**src/rtl/burst_seq_ctrl.sv**
```systemverilog
// burst_seq_ctrl
//   Sequencer for a bank of burst gate operators in the stochastic NN datapath.
//   A START request clears every gate with a one-cycle INIT pulse. It then
//   lets the gate memory fill for SETTLE discard cycles, and counts the ones
//   each lane produces over a LEN-cycle evaluation window. The per-lane counts
//   are reported with a START/DONE handshake.
//
// Parameters
//   NLANE   number of burst gate lanes
//   CNTW    width of LEN and of each lane counter
//   SETTLE  discard cycles between INIT and the counting window (0..15)
//
// Ports
//   CLK        clock, rising edge
//   RST_N      asynchronous active-low reset
//   START      request a new evaluation (only looked at in IDLE)
//   ABORT      drop the current evaluation and return to IDLE
//   LEN        evaluation window length, captured when START is accepted
//   BURST_OUT  registered OUT of each burst gate, bit i = lane i
//   GATE_INIT  broadcast INIT to all burst gates
//   GATE_EN    enable for the stream generators feeding the gates
//   BUSY       high whenever the sequencer is not idle
//   DONE       one-cycle pulse while CNT holds a finished result
//   CNT        packed lane counts, lane i at [i*CNTW +: CNTW]
module burst_seq_ctrl #(
  parameter int NLANE  = 4,
  parameter int CNTW   = 10,
  parameter int SETTLE = 2
) (
  input  logic                    CLK,
  input  logic                    RST_N,
  input  logic                    START,
  input  logic                    ABORT,
  input  logic [CNTW-1:0]         LEN,
  input  logic [NLANE-1:0]        BURST_OUT,
  output logic                    GATE_INIT,
  output logic                    GATE_EN,
  output logic                    BUSY,
  output logic                    DONE,
  output logic [NLANE*CNTW-1:0]   CNT
);

  // The phase counter has to hold both SETTLE-1 (up to 14) and LEN-1.
  localparam int CYCW = (CNTW > 4) ? CNTW : 4;

  typedef enum logic [2:0] {
    S_IDLE,
    S_CLEAR,
    S_SETTLE,
    S_RUN,
    S_FIN
  } state_e;

  state_e                  state_q, state_d;
  logic [CNTW-1:0]         len_q;
  logic [CYCW-1:0]         cyc_q;
  logic [NLANE*CNTW-1:0]   cnt_q;
  logic                    gateInit_q;
  logic                    gateEn_q;
  logic                    busy_q;
  logic                    done_q;
  logic                    accept;
  logic                    abortRun;

  // Next-state decision. ABORT only matters once an evaluation is under way;
  // in IDLE it simply vetoes START. cyc_q counts down the cycles left in
  // the SETTLE and RUN phases, so reaching zero means this is the last
  // cycle of that phase.
  always_comb begin
    accept   = (state_q == S_IDLE) && START && !ABORT;
    abortRun = (state_q != S_IDLE) && ABORT;
    state_d  = state_q;
    case (state_q)
      S_IDLE: begin
        if (accept) state_d = S_CLEAR;
      end
      S_CLEAR: begin
        if (SETTLE > 0)       state_d = S_SETTLE;
        else if (len_q != '0) state_d = S_RUN;
        else                  state_d = S_FIN;
      end
      S_SETTLE: begin
        if (cyc_q == '0) begin
          if (len_q != '0) state_d = S_RUN;
          else             state_d = S_FIN;
        end
      end
      S_RUN: begin
        if (cyc_q == '0) state_d = S_FIN;
      end
      S_FIN: begin
        state_d = S_IDLE;
      end
      default: begin
        state_d = S_IDLE;
      end
    endcase
    if (abortRun) state_d = S_IDLE;
  end

  // State, phase counter, lane counters and outputs. The outputs are
  // decoded from the state being entered, so each one is a plain flop
  // that mirrors the current state with no input-to-output path.
  // The lane counters drive CNT directly. They are zeroed when a run is
  // accepted (so CNT reads 0 during CLEAR) and when a run is aborted.
  // They hold their value in IDLE after a normal finish.
  always_ff @(posedge CLK or negedge RST_N) begin
    if (!RST_N) begin
      state_q    <= S_IDLE;
      len_q      <= '0;
      cyc_q      <= '0;
      cnt_q      <= '0;
      gateInit_q <= 1'b0;
      gateEn_q   <= 1'b0;
      busy_q     <= 1'b0;
      done_q     <= 1'b0;
    end else begin
      state_q    <= state_d;
      gateInit_q <= (state_d == S_CLEAR);
      gateEn_q   <= (state_d == S_SETTLE) || (state_d == S_RUN);
      busy_q     <= (state_d != S_IDLE);
      done_q     <= (state_d == S_FIN);

      if (accept) len_q <= LEN;

      if ((state_d == S_SETTLE) && (state_q != S_SETTLE)) begin
        cyc_q <= CYCW'(SETTLE - 1);
      end else if ((state_d == S_RUN) && (state_q != S_RUN)) begin
        cyc_q <= CYCW'(len_q) - CYCW'(1);
      end else if (cyc_q != '0) begin
        cyc_q <= cyc_q - CYCW'(1);
      end

      if (accept || abortRun) begin
        cnt_q <= '0;
      end else if (state_q == S_RUN) begin
        for (int i = 0; i < NLANE; i++) begin
          cnt_q[i*CNTW +: CNTW] <= cnt_q[i*CNTW +: CNTW] + CNTW'(BURST_OUT[i]);
        end
      end
    end
  end

  assign GATE_INIT = gateInit_q;
  assign GATE_EN   = gateEn_q;
  assign BUSY      = busy_q;
  assign DONE      = done_q;
  assign CNT       = cnt_q;

endmodule

```
**config.mk**
```make
export PLATFORM = sky130hd
export DESIGN_NAME = burst_seq_ctrl
export DESIGN_NICKNAME = d
export VERILOG_FILES = /design/src/rtl/burst_seq_ctrl.sv
export SDC_FILE = /design/constraint.sdc
export NUM_CORES = 1
export LEC_CHECK = 0
export BUFFER_PORTS_ARGS = -buffer_cell sky130_fd_sc_hd__buf_2
export CORE_AREA = 2 2 107 99
export CTS_CLUSTER_DIAMETER = 100
export DETAILED_ROUTE_END_ITERATION = 12
export DIE_AREA = 0 0 109 101
export MAX_ROUTING_LAYER = met4
export PLACE_DENSITY = 0.6
export SLEW_MARGIN = 20
export SYNTH_ARGS = -nofsm -noshare
export SYNTH_HDL_FRONTEND = slang
export SYNTH_SLANG_ARGS = --single-unit
export TNS_END_PERCENT = 1
```
**constraint.sdc**
```tcl
create_clock -name CLK -period 2.6 [get_ports CLK]
set_clock_uncertainty 0.2 [all_clocks]
set_input_delay 0.65 -clock CLK [delete_from_list [all_inputs] [get_ports CLK]]
set_output_delay 0.65 -clock CLK [all_outputs]
set_load 0.02 [all_outputs]
```
==> results.txt <==
Status -> finished, final reports clean
Adder-cell share of the synthesized area -> 3.32%
Core region area -> 0.00994 sq mm
CTS H-tree depth -> 3
Routed Antenna Nets -> 0
Worst hold slack -> 0.100 ns
Min-Delay Path Class -> in2async
Largest family of logic cells by synthesized area -> simple AND/OR/NAND/NOR gates
Element type at the critical path end -> register
Vias -> 2797
Post-cts hold buffer count -> 0
Pre-CTS setup slack -> -0.105 ns
Final hold violations -> 0
Mux share of post-synthesis cell area -> 0.296%
Simple-gate area share of the yosys netlist -> 26.3%
Synthesis Warnings -> 0
Critical path peak fanout -> 10
CP Class -> reg2reg
CTS tree -> yes
Worst R2R Setup Slack -> 0.12 ns
Clock root cell -> clkbuf_8
FP Rows -> 35
Maximum clock rate -> 404 MHz
Layout area overhead -> 22.2%
GP Congestion -> 0.927
Post-DP Area -> 0.00390 sq mm
Unrepaired setup endpoints after global routing -> false
PortBufs -> 61
Cell mode on critical path -> nor4b_1
Count of cell types in the netlist -> 48
Final setup vio count -> 0
Ant diodes -> 0
CTS max path bufs -> 2
Gr ovfl total -> 0
I/O Pins -> 62
CTS Buf Count -> 9
Most used DFF post-synth -> dfrtp_1
Initial antenna violation count -> 0
First-pass DRT Iterations -> 4
Number of flops mapped to enable cells by yosys -> 0
Leakage -> 2.08 nW
Dpl cells -> 548
First-pass GRT wire length -> 12800 um
Cell area after synthesis -> 0.00339 sq mm
Setup ws final -> 0.125 ns
Number of remaining DRC errors -> 0
Starting Density -> 34.1%
Startpoint types -> register
FF-to-FF Start -> state_q[2]
R2r worst-path depth -> 7
Post-CTS setup buffers -> 0
Iteration-0 DRC count of the detailed router -> 187
Async SR Flop Fraction -> 100%
Final Slew Violations -> 0
Layout cells sized above 1 -> 24.1%
Crit path from -> state_q[2]
Vias/cell -> 4.96
DIE HEIGHT -> 101 um
Sequential share of the synthesized area -> 49.5%
CP peak stage delay -> 0.46 ns
Leading area contributor after synthesis -> dfrtp_1
Worst r2r dst -> cyc_q[9]
Total power -> 0.00305 W
Total wire length -> 7640 um
Global Route Usage Sum -> 15.3%
Xor/xnor share of the synthesized area -> 8.27%
Worst-Margin Slew -> 0.491 ns
Post-synthesis compound-gate area fraction -> 9.31%
Number of global-route vias before repair -> 2696
Crit path to -> cyc_q[9]
Yosys top cell area share -> 49.5%
Crit-path cells -> nor4b_1 -> and4_1 -> buf_4 -> nor2_1 -> o31ai_1 -> nor4b_1 -> nor3_1
Non-filler cells, final -> 564
Nets@finish -> 457
Worst relative slew slack -> 67.2%
P per Cell Area -> 736 mW/mm^2
Fin crit period -> 2.48 ns
Mean post-synth cell area -> 9.36 sq um
Largest net degree at the start of global routing -> 68
Detail-routed net length per standard cell -> 13.5 um
Post-Syn Instances -> 362
VDD IR max -> 0.494 mV
DP HPWL -> 5440 um
Post-synthesis net count -> 389
Worst EP required -> 2.66 ns
Worst-Skew Late Latency -> 0.35 ns
Die Wd -> 109 um
Ranking of synthesized cells by area -> dfrtp_1 (50%), nand2_1 (7.8%), xor2_1 (5.9%), nor2_1 (5.0%), a21oi_1 (3.5%)
Final std cell area, no fill -> 0.00414 sq mm
#FFs+latches synth -> 67
Reg clk slew, reported paths -> 0.08 ns
Final critical-path share of the clock period -> 95.2%
Crit-path slowest cell -> dfrtp_1
Die ar. -> 0.0110 sq mm
Sink Count -> 67
Post-CTS Resized -> 0
Critical Path AT -> 2.54 ns
Total of max-cap violations -> 0
[power breakdown]
| group | switching, W | internal, W |
|---|---|---|
| sequential | 0.000175 | 0.00117 |
| clock | 0.000417 | 0.000595 |
| combinational | 0.000392 | 0.000300 |
[synthesized netlist by cell type (2+ instances only)]
| master | count |
|---|---|
| or3_1 | 6 |
| o21ai_0 | 8 |
| o311a_1 | 2 |
| a21o_1 | 3 |
| o31ai_1 | 2 |
| nor4_1 | 7 |
| ha_1 | 9 |
| a21oi_1 | 24 |
| nand4_1 | 9 |
| xnor2_1 | 9 |
| clkbuf_1 | 6 |
| nor3_1 | 6 |
| nor2_1 | 45 |
| and3_1 | 12 |
| dfrtp_1 | 67 |
| nand2b_1 | 2 |
| or2_2 | 3 |
| xor2_1 | 23 |
| buf_6 | 2 |
| nor4b_1 | 2 |
| buf_2 | 7 |
| nand2_1 | 70 |
| inv_1 | 5 |
| nor2_2 | 2 |
| nand3_1 | 7 |
| and4_1 | 2 |
[layout by cell type (no fill, tap or decap), types with 7 or more instances in the layout]
| master | instances |
|---|---|
| xnor2_1 | 9 |
| o21ai_0 | 7 |
| nor2_1 | 45 |
| buf_2 | 61 |
| and3_1 | 12 |
| nand4_1 | 9 |
| dfrtp_1 | 67 |
| nand2_1 | 70 |
| nand3_1 | 7 |
| clkbuf_8 | 11 |
| ha_1 | 8 |
| xor2_1 | 23 |
| buf_4 | 10 |
| a21oi_1 | 22 |
| nor4_1 | 7 |
[sequential cells by signal, summed over array words and instances (netlist names)]
signal / count
DONE: 1
GATE_INIT: 1
BUSY: 1
len_q: 10
GATE_EN: 1
CNT: 40
state_q: 3
cyc_q: 10
[cells by family after synthesis]
family | Yosys count
flip-flops | 67
AO/OA/AOI/OAI | 50
AND/OR/NAND/NOR | 182
adder cells (fa/ha/maj) | 9
multiplexers | 1
buffers and inverters | 21
XOR/XNOR | 32
[metal layers]
layer | share of wire, % | track usage, %
met1 | 46 | 19.0
met3 | 6.9 | 4.85
met4 | 1.5 | 6.11
met2 | 46 | 23.0
met5 | 0 | -
[cell type report]
class                           count  area, sq um
Timing Repair Buffer               73          420
Sequential cell                    67         1680
Clock buffer                       11          151
Multi-Input combinational cell    274         1630
Fill cell                         971         5800
Tap cell                          129          161
Inverter                            5         18.8
Clock inverter                      5         83.8
[critical path, delay by kind of cell, from the launching register on]
kind | cells | cell delay (ns)
flops | 1 | 0.46
buf+inv | 1 | 0.20
simple gates | 5 | 1.14
compound gates | 1 | 0.38
[through the flow]
step           utilization [%]  TNS (ns)
5_1_grt                   41.6         0
4_1_cts                   41.6         0
3_3_place_gp              39.3   -0.0459
6_report                  41.6         0
2_1_floorplan                -         0
3_5_place_dp              39.3    -0.322
[worst min path at each step]
stage	startpoint	to	slack, ns	depth (start not counted)
2_1_floorplan	RST_N	BUSY	0.15	0
3_3_place_gp	CNT[19]	CNT[19]	0.32	2
3_5_place_dp	CNT[9]	CNT[9]	0.33	2
4_1_cts	RST_N	CNT[9]	0.11	2
5_1_grt	RST_N	CNT[9]	0.10	2
6_report	RST_N	CNT[9]	0.10	2
No activity file was read; power rests on OpenSTA's default activity.
